[src/rtl/tail_light_pkg.sv]
// Shared mode encoding and request decoder for the tail-light sequencer.
package tail_light_pkg;

  typedef enum logic [2:0] {
    MODE_OFF     = 3'd0,
    MODE_BRAKE   = 3'd1,
    MODE_HAZARD  = 3'd2,
    MODE_TURN_L  = 3'd3,
    MODE_TURN_R  = 3'd4,
    MODE_BRAKE_L = 3'd5,
    MODE_BRAKE_R = 3'd6
  } mode_e;

  // Brake wins, then hazard (or both turn levers), then a single turn lever.
  function automatic mode_e decode_mode(input logic left, input logic right,
                                        input logic brake, input logic hazard);
    mode_e m;
    m = MODE_OFF;
    if (brake && (left ^ right))
      m = left ? MODE_BRAKE_L : MODE_BRAKE_R;
    else if (brake)
      m = MODE_BRAKE;
    else if (hazard || (left && right))
      m = MODE_HAZARD;
    else if (left)
      m = MODE_TURN_L;
    else if (right)
      m = MODE_TURN_R;
    return m;
  endfunction

  function automatic int unsigned width_of(input int unsigned n);
    return (n > 1) ? $clog2(n) : 1;
  endfunction

endpackage

[src/rtl/tail_light_seq_if.sv]
// Request levels in, lamp pattern and active mode out.
interface tail_light_seq_if #(parameter int LAMPS = 3);
  logic                 left;
  logic                 right;
  logic                 brake;
  logic                 hazard;
  logic [2*LAMPS-1:0]   pattern;
  logic [2:0]           mode;

  modport master (output left, right, brake, hazard, input pattern, mode);
  modport slave  (input left, right, brake, hazard, output pattern, mode);
endinterface

[src/rtl/tail_light_seq_tick_gen.sv]
// Animation prescaler: tick on the last count of each TICK_DIV-cycle window.
import tail_light_pkg::*;

module tick_gen #(
  parameter int TICK_DIV = 1
) (
  input  logic clk,
  input  logic rst,
  input  logic clr,
  output logic tick
);
  localparam int CW = width_of(TICK_DIV);

  logic [CW-1:0] count_reg;
  logic [CW-1:0] count_next;

  assign tick = (count_reg == CW'(TICK_DIV - 1));

  always_comb begin
    count_next = count_reg + 1'b1;
    if (clr || tick)
      count_next = '0;
  end

  always_ff @(posedge clk) begin
    if (rst)
      count_reg <= '0;
    else
      count_reg <= count_next;
  end
endmodule

[src/rtl/tail_light_seq.sv]
// Tail-light sequencer: registered mode, sweep step and hazard phase drive the lamps.
import tail_light_pkg::*;

module tail_light_seq #(
  parameter int LAMPS    = 3,
  parameter int TICK_DIV = 1
) (
  input  logic             clk,
  input  logic             rst,
  tail_light_seq_if.slave  bus
);
  localparam int SW = width_of(LAMPS + 1);

  mode_e          mode_reg, mode_next;
  logic [SW-1:0]  step_reg, step_next;
  logic           phase_reg, phase_next;
  logic           clr;
  logic           tick;
  logic [LAMPS-1:0] left_half;
  logic [LAMPS-1:0] right_half;
  logic [2*LAMPS-1:0] pattern_c;

  tick_gen #(.TICK_DIV(TICK_DIV)) u_tick (
    .clk  (clk),
    .rst  (rst),
    .clr  (clr),
    .tick (tick)
  );

  always_comb begin
    mode_next  = decode_mode(bus.left, bus.right, bus.brake, bus.hazard);
    clr        = (mode_next != mode_reg);
    step_next  = step_reg;
    phase_next = phase_reg;
    // A mode change restarts the animation even if a tick lands on the same cycle.
    if (clr) begin
      step_next  = '0;
      phase_next = 1'b1;
    end else if (tick) begin
      step_next  = (step_reg == SW'(LAMPS)) ? '0 : step_reg + 1'b1;
      phase_next = ~phase_reg;
    end
  end

  always_ff @(posedge clk) begin
    if (rst) begin
      mode_reg  <= MODE_OFF;
      step_reg  <= '0;
      phase_reg <= 1'b1;
    end else begin
      mode_reg  <= mode_next;
      step_reg  <= step_next;
      phase_reg <= phase_next;
    end
  end

  // Lamp gi counts outward from the centre; it is lit once the sweep passes it.
  for (genvar gi = 0; gi < LAMPS; gi++) begin : g_sweep
    assign left_half[gi]            = (step_reg > SW'(gi));
    assign right_half[LAMPS-1-gi]   = (step_reg > SW'(gi));
  end

  always_comb begin
    pattern_c = '0;
    case (mode_reg)
      MODE_BRAKE:   pattern_c = '1;
      MODE_HAZARD:  pattern_c = {(2*LAMPS){phase_reg}};
      MODE_TURN_L:  pattern_c = {left_half, {LAMPS{1'b0}}};
      MODE_TURN_R:  pattern_c = {{LAMPS{1'b0}}, right_half};
      MODE_BRAKE_L: pattern_c = {left_half, {LAMPS{1'b1}}};
      MODE_BRAKE_R: pattern_c = {{LAMPS{1'b1}}, right_half};
      default:      pattern_c = '0;
    endcase
  end

  assign bus.pattern = pattern_c;
  assign bus.mode    = mode_reg;
endmodule

[src/flat_wrapper.sv]
// flat-port wrapper written by rule: the top's interface ports become plain ports
module tail_light_seq_flat 
#(
  parameter int LAMPS    = 3,
  parameter int TICK_DIV = 1
)
  (clk, rst, bus_left, bus_right, bus_brake, bus_hazard, bus_pattern, bus_mode);
  tail_light_seq_if #(.LAMPS(LAMPS)) bus_i ();
  input  logic clk;
  input  logic rst;
  input wire logic [$bits(bus_i.left)-1:0] bus_left;
  input wire logic [$bits(bus_i.right)-1:0] bus_right;
  input wire logic [$bits(bus_i.brake)-1:0] bus_brake;
  input wire logic [$bits(bus_i.hazard)-1:0] bus_hazard;
  output wire logic [$bits(bus_i.pattern)-1:0] bus_pattern;
  output wire logic [$bits(bus_i.mode)-1:0] bus_mode;
  assign bus_i.left = bus_left;
  assign bus_i.right = bus_right;
  assign bus_i.brake = bus_brake;
  assign bus_i.hazard = bus_hazard;
  assign bus_pattern = bus_i.pattern;
  assign bus_mode = bus_i.mode;
  tail_light_seq #(.LAMPS(LAMPS), .TICK_DIV(TICK_DIV)) u_core (.clk(clk), .rst(rst), .bus(bus_i));
endmodule
[config.mk]
export PLATFORM = sky130hd
export DESIGN_NAME = tail_light_seq_flat
export DESIGN_NICKNAME = d
export VERILOG_FILES = /design/src/rtl/tail_light_pkg.sv /design/src/rtl/tail_light_seq_if.sv /design/src/rtl/tail_light_seq_tick_gen.sv /design/src/rtl/tail_light_seq.sv /design/src/flat_wrapper.sv
export SDC_FILE = /design/constraint.sdc
export NUM_CORES = 1
export LEC_CHECK = 0
export BUFFER_PORTS_ARGS = -buffer_cell sky130_fd_sc_hd__buf_4
export CAP_MARGIN = 30
export CORE_AREA = 2 2 39 41
export DETAILED_ROUTE_END_ITERATION = 8
export DIE_AREA = 0 0 41 43
export PLACE_DENSITY = 0.68
export SYNTH_ARGS = -nofsm -noshare
export SYNTH_HDL_FRONTEND = slang
export SYNTH_SLANG_ARGS = --single-unit
[constraint.sdc]
create_clock -name clk -period 6.45 [get_ports clk]
set_clock_uncertainty 0.05 [all_clocks]
set_input_delay 1.29 -clock clk [delete_from_list [all_inputs] [get_ports clk]]
set_output_delay 1.29 -clock clk [all_outputs]
set_load 0.05 [all_outputs]
# == Word-level counts from Yosys, hierarchy flattened ==
# Index checks and enable logic that the tools add are counted.
# op_classes
add_sub_neg,2
n_mul,0
div,0
magnitude_cmp,3
eq_ne,8
shifts,0
mux,8
bitwise,3
reduce_logical,6
# op_table
op,n
$pmux W6 S6,1
$mux W3,5
$eq A3 B3 Y1 const B,3
$eq A3 B2 Y1 const B,2
$gt A2 B1 Y1 const B,2
$mux W2,2
$reduce_or A2 Y1,2
$eq A3 B1 Y1 const B,1
$ne A3 B3 Y1,1
$add A2 B1 Y2 const B,1
$eq A2 B2 Y1 const B,1
$gt A2 B2 Y1 const B,1
$logic_and A1 B1 Y1,2
$logic_or A1 B1 Y1,2
$not A1 Y1,2
$add A1 B1 Y1 const B,1
$xor A1 B1 Y1,1
# word_totals
ff_bits,7
latch_bits,0
ram_bits,0
mem_bits_ro,0
in_bits,6
out_inout_bits,9
elab_cells,34
memories,0

# == Longest topological paths before layout ==
# Gate-level depths: netlist of the first run.
# logic_depth
word_depth,8
depth_mapped,6

# == By module ==
# A second synthesis of the first run with hierarchy kept.
# hier_totals
hier_cells,67
hier_area_um2,540.5
# modules_own_cells
mod,n_inst,cells_per_inst,area_each_um2
tail_light_seq,1,64,513.0
tick_gen,1,3,27.5

# == Worst setup path after synthesis of the first run ==
# No wires, ideal clock.
# synth_timing
path_type,flip-flop to output port
startpoint,"reg u_core.mode_reg[1], in the netlist u_core.bus.mode[1]"
endpoint,out bus_pattern[1]
arrival_time_ps,2313
required_ps,5110
path_slack_ps,2797
path_stages_with_launch,5
n_path_buf,0
path_cell_list,dfxtp_1 -> inv_1 -> nor3b_1 -> a31oi_1 -> o21ai_0
# synth_between
elab_chain_cells,2
elab_cells_between_ends,7
cone_classes,eq/ne: 6; mux: 1
# synth_lines
item,line_no,text
"start, declared",tail_light_seq.sv:14,"mode_e mode_reg, mode_next;"
"start signal, assigned",tail_light_seq.sv:51,mode_reg <= mode_next;
$eq A3 B3 Y1 (tied with other cells),tail_light_seq.sv:65,case (mode_reg)
$pmux W6 S6 (*),tail_light_seq.sv:65,
"end, declared",flat_wrapper.sv:15,output wire logic [$bits(bus_i.pattern)-1:0] bus_pattern;
# Mark *: on every way between the ends. The rest lies on a longest branch, timed or not.

# == Worst setup path after layout of the first run ==
# layout_timing
startpoint,in bus_right
endpoint,reg u_core.phase_reg
# layout_between
elab_chain_cells,7
elab_cells_between_ends,11
cone_classes,eq/ne: 1; mux: 5; bitwise: 1; reduce/logical: 4
# layout_lines
item,line_no,text
"start, declared",flat_wrapper.sv:12,input wire logic [$bits(bus_i.right)-1:0] bus_right;
$mux W3 or $logic_and A1 B1 Y1 (tied branches),"tail_light_pkg.sv:27, tail_light_pkg.sv:23",
$mux W3 or $logic_or A1 B1 Y1 (tied branches),"tail_light_pkg.sv:25, tail_light_pkg.sv:23",
$mux W3,tail_light_pkg.sv:23,else if (hazard || (left && right))
$mux W3,tail_light_pkg.sv:21,else if (brake)
$mux W3 (*),tail_light_pkg.sv:19,if (brake && (left ^ right))
$ne A3 B3 Y1 (*),tail_light_seq.sv:32,clr = (mode_next != mode_reg);
$reduce_or A2 Y1 (no source line) (*),n/a,
"end signal, assigned",tail_light_seq.sv:53,phase_reg <= phase_next;
"end, declared",tail_light_seq.sv:16,"logic phase_reg, phase_next;"
# Marked as above.
# A chain may end at the register's enable or synchronous reset.

==> summary.txt, run 1 <==
Synth
  • Syn Area/Cell: between 7 and 8 µm²
  • Post-synthesis cell area: 503 µm²
  • Fraction of registers with async set/reset: 0
  • Post-synth EDFFs: 0
  • Post-Syn Nets: 76
  • Unique masters post-synth: 24
  • Primary FF master, synth: dfxtp_1
  • Synth Register Bits: 7
  • Post-synthesis sequential area ratio: 0.279
  • Warnings from Yosys: 0
  • Post-synthesis cell count: 65

Layout
  • Number of diodes: 0
  • Layout area overhead: 28.9%
  • Share of layout cells above drive strength 1: 0.259
  • Most common cell after layout, fill and taps aside: buf_4
  • Commonest non-fill, non-tap cells in the layout: buf_4, a21oi_1, o21ai_0
  • Nets: 93
  • Fin cells: 97
  • Max FFs per register: 3

Routing
  • Met2 wire len: 483 µm
  • Final wirelength: 976 µm
  • Highest Signal Layer: met4
  • Via-per-instance ratio: a little over 5
  • Drt drc: 0
  • Drt first pass iters: 4
  • Initial drt markers: 5
  • Routed len/inst: 10.1 µm
  • Met3 wire len: 55 µm
  • Vias: 498
  • Routed Antenna Nets: 0
  • Met1 WL: between 400 and 500 µm

GRT
  • Vias in the first global route: 400
  • First-pass GRT wire length: 1.50 mm
  • Largest net degree at the start of global routing: 12
  • Global route overflow: 0
  • Total Routing Usage GR: 0.129
  • Initial antenna violation count: 0

CTS
  • Post CTS Setup Buffer Count: 0
  • Clock Pin Slew Worst Setup and Hold Paths: 0.06 ns
  • Bufs on Longest Clock Path: 2
  • TritonCTS Buffers: 3
  • Htree depth: 1
  • CTS sink count: 7
  • TritonCTS clock tree: done
  • Post-CTS sizing: 0
  • Clock root cell: clkbuf_4
  • Worst-Skew Late Latency: 0.26 ns
  • Post-CTS Hold Fix Bufs: 0

Min path
  • Worst min-delay path class: reg2reg

Status
  • Status: finished, final reports clean

Critical path
  • Worst EP arrival: 3.34 ns
  • CP bufs+invs: 1
  • Most used cell, CP: or4_4
  • Startpoint class of the critical path: primary input
  • Critical Path RT: 6.54 ns
  • Worst path top cell family by delay: simple AND/OR/NAND/NOR gates
  • Max stage delay on crit path: 0.52 ns
  • CP endpoint kind: flop
  • Crit-path slowest cell: or4_4
  • Critical path class: in2reg
  • CP Max Fanout: 3
  • Crit-path cells: buf_4 > ha_1 > or4_4 > and3_1 > or4b_4 > or4_4

Die
  • Die height: 43 µm
  • Starting Density: 0.363
  • Cell row count: 14
  • Boundary Pins: 15
  • Core area: 1380 µm²
  • Chip Width: 41 µm
  • Die area: 1760 µm²

STA
  • Tmin final: ~3.3 ns
  • Setup TNS: 0 ns
  • Final setup fails: 0
  • Slew Viols, Final: 0
  • Final Cycle Share: 0.504
  • Hold Violations, Final: 0
  • Unrepaired setup endpoints after global routing: no
  • Max Fclk: 307 MHz

Placement
  • Placer Congestion: about 0.74
  • Port bufs: 14
  • Dpl cells: 93
  • Detail Placement HPWL: between 700 and 800 µm

Power
  • Logic pwr share: 0.390
  • Power Dens Cells: 228 nW/µm²
  • Clock power frac: 0.273
  • Pint: about 0.088 mW
  • VDD IR max: 95.3 µV
  • NetSw: about 0.059 mW
  • P_leak: 0.292 nW
  • Seq pwr share: 0.337
  • Sw Share: 0.401

Run
  • Max capacitance violation total: 0
## worst register-to-register path: cells and delay by family, from the launching register on
family | cells | cell delay, ns
buffers and inverters | 1 | 0.14
DFF | 1 | 0.38
and+or+nand+nor | 3 | 1.20
## area by class of cell
| class | instances | area, µm² |
|---|---|---|
| fill | 139 | 736 |
| multi-input combinational | 49 | 329 |
| sequential | 7 | 140 |
| timing repair buffer | 14 | 105 |
| inverter | 7 | 26.3 |
| clock buffer | 3 | 22.5 |
| tap | 16 | 20.0 |
| clock inverter | 1 | 5.00 |
## synth_stat cells (2+ instances only)
library cell | number | area share
nor4_1 | 2 | 0.025
or4_4 | 2 | 0.045
a21oi_1 | 9 | 0.090
nand2_1 | 3 | 0.022
xnor2_1 | 2 | 0.035
nor2_1 | 5 | 0.037
dfxtp_1 | 7 | 0.28
inv_1 | 7 | 0.052
clkbuf_1 | 2 | 0.015
o21ai_0 | 8 | 0.080
ha_1 | 5 | 0.12
## metal layers
metal,vias up,global-route usage
li1,263,-
met1,217,0.130
met2,16,0.209
met3,2,0.0314
met4,0,0.100
met5,-,0
## path summary, 6_finish.rpt
kind / depth (start not counted) / slack [ns] / start / end
max: 6 / 3.20 / bus_right / u_core.phase_reg$_SDFFE_PP1N_
min: 2 / 0.55 / u_core.u_tick.count_reg$_SDFF_PP0_ / u_core.step_reg[0]$_SDFFE_PP0N_
max reg2reg: 4 / 4.58 / u_core.bus.mode[1]$_SDFF_PP0_ / u_core.phase_reg$_SDFFE_PP1N_
min reg2reg: 2 / 0.55 / u_core.u_tick.count_reg$_SDFF_PP0_ / u_core.step_reg[0]$_SDFFE_PP0N_
## cells by family (layout without fill, tap and decap cells)
kind of cell | after synthesis | count (layout) | share of synthesized area
AOI/OAI and AO/OA | 20 | 20 | 0.211
and+or+nand+nor | 19 | 19 | 0.236
buffers and inverters | 9 | 25 | 0.0672
xor gates and xnor gates | 2 | 2 | 0.0348
other | 1 | 1 | 0.00746
muxes | 1 | 1 | 0.0199
adders and majority gates | 6 | 6 | 0.144
DFF | 7 | 7 | 0.279
## per-stage QoR
step                 util  setup slack (ns)  instance area (µm²)  total power [mW]  hold WS [ns]
finish              0.468              3.20                  648             0.148         0.550
global route        0.468              3.16                  648             0.156         0.575
CTS                 0.468              3.20                  648             0.149         0.557
detailed placement  0.448              2.92                  621             0.108         0.542
global placement    0.448              2.94                  621             0.108         0.546
floorplan               -              2.80                  503            0.0914         0.492
## power by group through the flow
stage	combinational (mW)	sequential, mW	clock [mW]
2_1_floorplan	0.0383	0.0531	0
3_3_place_gp	0.0571	0.0506	0
3_5_place_dp	0.0575	0.0505	0
4_1_cts	0.0577	0.0496	0.0418
5_1_grt	0.0616	0.0501	0.0440
6_report	0.0575	0.0497	0.0403
Note: power is estimated with default switching activity, not from simulation.
==> run 2: changes to the inputs <==
--- a/config.mk
+++ b/config.mk
@@ -10,7 +10,7 @@
 export CORE_AREA = 2 2 39 41
 export DETAILED_ROUTE_END_ITERATION = 8
 export DIE_AREA = 0 0 41 43
-export PLACE_DENSITY = 0.68
+export PLACE_DENSITY = 0.7
 export SYNTH_ARGS = -nofsm -noshare
 export SYNTH_HDL_FRONTEND = slang
 export SYNTH_SLANG_ARGS = --single-unit
==> constraint.sdc (replaced) <==
create_clock -name clk -period 2.89 [get_ports clk]
set_clock_uncertainty 0.05 [all_clocks]
set_input_delay 0.578 -clock clk [delete_from_list [all_inputs] [get_ports clk]]
set_output_delay 0.578 -clock clk [all_outputs]
set_load 0.05 [all_outputs]
==> summary.txt, run 2 (synthesis results as in run 1) <==
Status
  • Status: finished, final reports clean

Placement
  • Detail Placement HPWL: 777 µm (+1.3%)
  • Placer Congestion: 0.764 (+3.8%)
  • Port bufs: 14 (unchanged)
  • Dpl cells: 93 (unchanged)
  • Placed standard-cell area: 621 µm² (unchanged)

GRT
  • Global route overflow: 0 (unchanged)
  • Vias in the first global route: 404 (+1.0%)
  • Total Routing Usage GR: 0.132 (+0.00289)
  • First-pass GRT wire length: 1.55 mm (+2.7%)
  • Largest net degree at the start of global routing: 12 (unchanged)
  • Initial antenna violation count: 0 (unchanged)

Routing
  • Routed Antenna Nets: 0 (unchanged)
  • Drt drc: 0 (unchanged)
  • Drt first pass iters: 3 (-1)
  • Vias: 483 (-3.0%)
  • Final wirelength: 950 µm (-2.7%)
  • Via-per-instance ratio: 4.98 (-3.0%)
  • Routed len/inst: 9.79 µm (-2.7%)
  • Initial drt markers: 4 (-1)

Layout
  • Commonest non-fill, non-tap cells in the layout: buf_4, a21oi_1, inv_1, dfxtp_1
  • Layout area overhead: 28.6%
  • Fin cells: 97 (unchanged)
  • Fill cells: 143 (+2.9%)
  • Design Area, Final: 647 µm² (-0.19%)
  • Final core occ: 0.467 (-0.000904)
  • Max FFs per register: 3 (unchanged)
  • Number of diodes: 0 (unchanged)
  • Most common cell after layout, fill and taps aside: buf_4
  • Nets: 93 (unchanged)
  • Share of layout cells above drive strength 1: 0.247 (-0.0123)

Die
  • Cell row count: 14 (unchanged)
  • Starting Density: 0.363 (unchanged)
  • Boundary Pins: 15 (unchanged)
  • Die height: 43 µm (unchanged)
  • Die area: 1760 µm² (unchanged)
  • Chip Width: 41 µm (unchanged)
  • Core area: 1380 µm² (unchanged)

Critical path
  • CP endpoint kind: flop
  • Critical Path RT: 2.96 ns (-3.58 ns)
  • Worst EP arrival: 2.63 ns (-0.71 ns)
  • Startpoint class of the critical path: primary input
  • Critical path class: in2reg
  • CP Max Fanout: 3 (unchanged)

CTS
  • Worst-Skew Late Latency: 0.24 ns (-0.02 ns)
  • Bufs on Longest Clock Path: 2 (unchanged)
  • Clock root cell: clkbuf_4
  • TritonCTS Buffers: 3 (unchanged)
  • Post-CTS Hold Fix Bufs: 0 (unchanged)
  • Clock Pin Slew Worst Setup and Hold Paths: 0.05 ns (about the same)
  • Post-CTS sizing: 0 (unchanged)
  • Post CTS Setup Buffer Count: 0 (unchanged)
  • TritonCTS clock tree: done
  • Htree depth: 1 (unchanged)
  • CTS sink count: 7 (unchanged)

Min path
  • Worst min-delay path class: in2reg

STA
  • Slew Viols, Final: 0 (unchanged)
  • Setup TNS: 0 ns (unchanged)
  • Max Fclk: roughly 390 MHz
  • Hold Violations, Final: 0 (unchanged)
  • Tmin final: about 2.6 ns
  • Unrepaired setup endpoints after global routing: no
  • Final Cycle Share: 0.887
  • Final setup fails: 0 (unchanged)

Power
  • Power Dens Cells: 502 nW/µm² (+120%)
  • P_leak: 0.290 nW (-0.80%)
  • VDD IR max: 234 µV (+150%)

Run
  • Max capacitance violation total: 0 (unchanged)
-- run 2: cell count changes in the layout (fill, tap and decap cells not counted), sizes merged --
| cell | delta |
|---|---|
| clkbuf | +1 |
| clkinv | -1 |
-- run 2: routing by layer --
metal	vias to the layer above	routed length, µm	track usage
met2	14	462	0.200
met3	2	41	0.0314
li1	261	-	-
met1	206	421	0.149
met4	0	25	0.100
met5	-	0	0
-- run 2: critical path, stage by stage --
cell	delay [ns]
buf_4	0.12
ha_1	0.21
or4_4	0.53
and3_1	0.18
or4b_4	0.52
or4_4	0.51
-- run 2: final timing paths --
check | startpoint | end | slack, ns | cells past startpoint
hold / removal | rst | u_core.bus.mode[1]$_SDFF_PP0_ | 0.49 | 2
setup / recovery | bus_right | u_core.phase_reg$_SDFFE_PP1N_ | 0.33 | 6
hold reg to reg | u_core.u_tick.count_reg$_SDFF_PP0_ | u_core.step_reg[0]$_SDFFE_PP0N_ | 0.54 | 2
setup reg to reg | u_core.bus.mode[1]$_SDFF_PP0_ | u_core.phase_reg$_SDFFE_PP1N_ | 1.02 | 4
-- run 2: per-stage QoR --
step           setup slack, ns  hold WS (ns)  power, mW
3_5_place_dp            0.0670         0.538      0.242
4_1_cts                  0.329         0.480      0.328
5_1_grt                  0.291         0.475      0.346
3_3_place_gp            0.0937         0.542      0.241
2_1_floorplan            0.232         0.492      0.205
6_report                 0.326         0.489      0.324
-- run 2: layout make-up --
type,instances,area [µm²],area share
clock buffer,4,26.3,0.0406
inverter,7,26.3,0.0406
multi-input combinational,49,329,0.509
sequential,7,140,0.217
tap,16,20.0,0.0309
timing repair buffer,14,105,0.162
-- run 2: report_power, final --
group / internal (mW) / total (mW) / switching, mW
Sequential: 0.102 / 0.111 / 0.00900
Combinational: 0.0450 / 0.128 / 0.0835
Clock: 0.0524 / 0.0849 / 0.0325
Total: 0.200 / 0.324 / 0.125
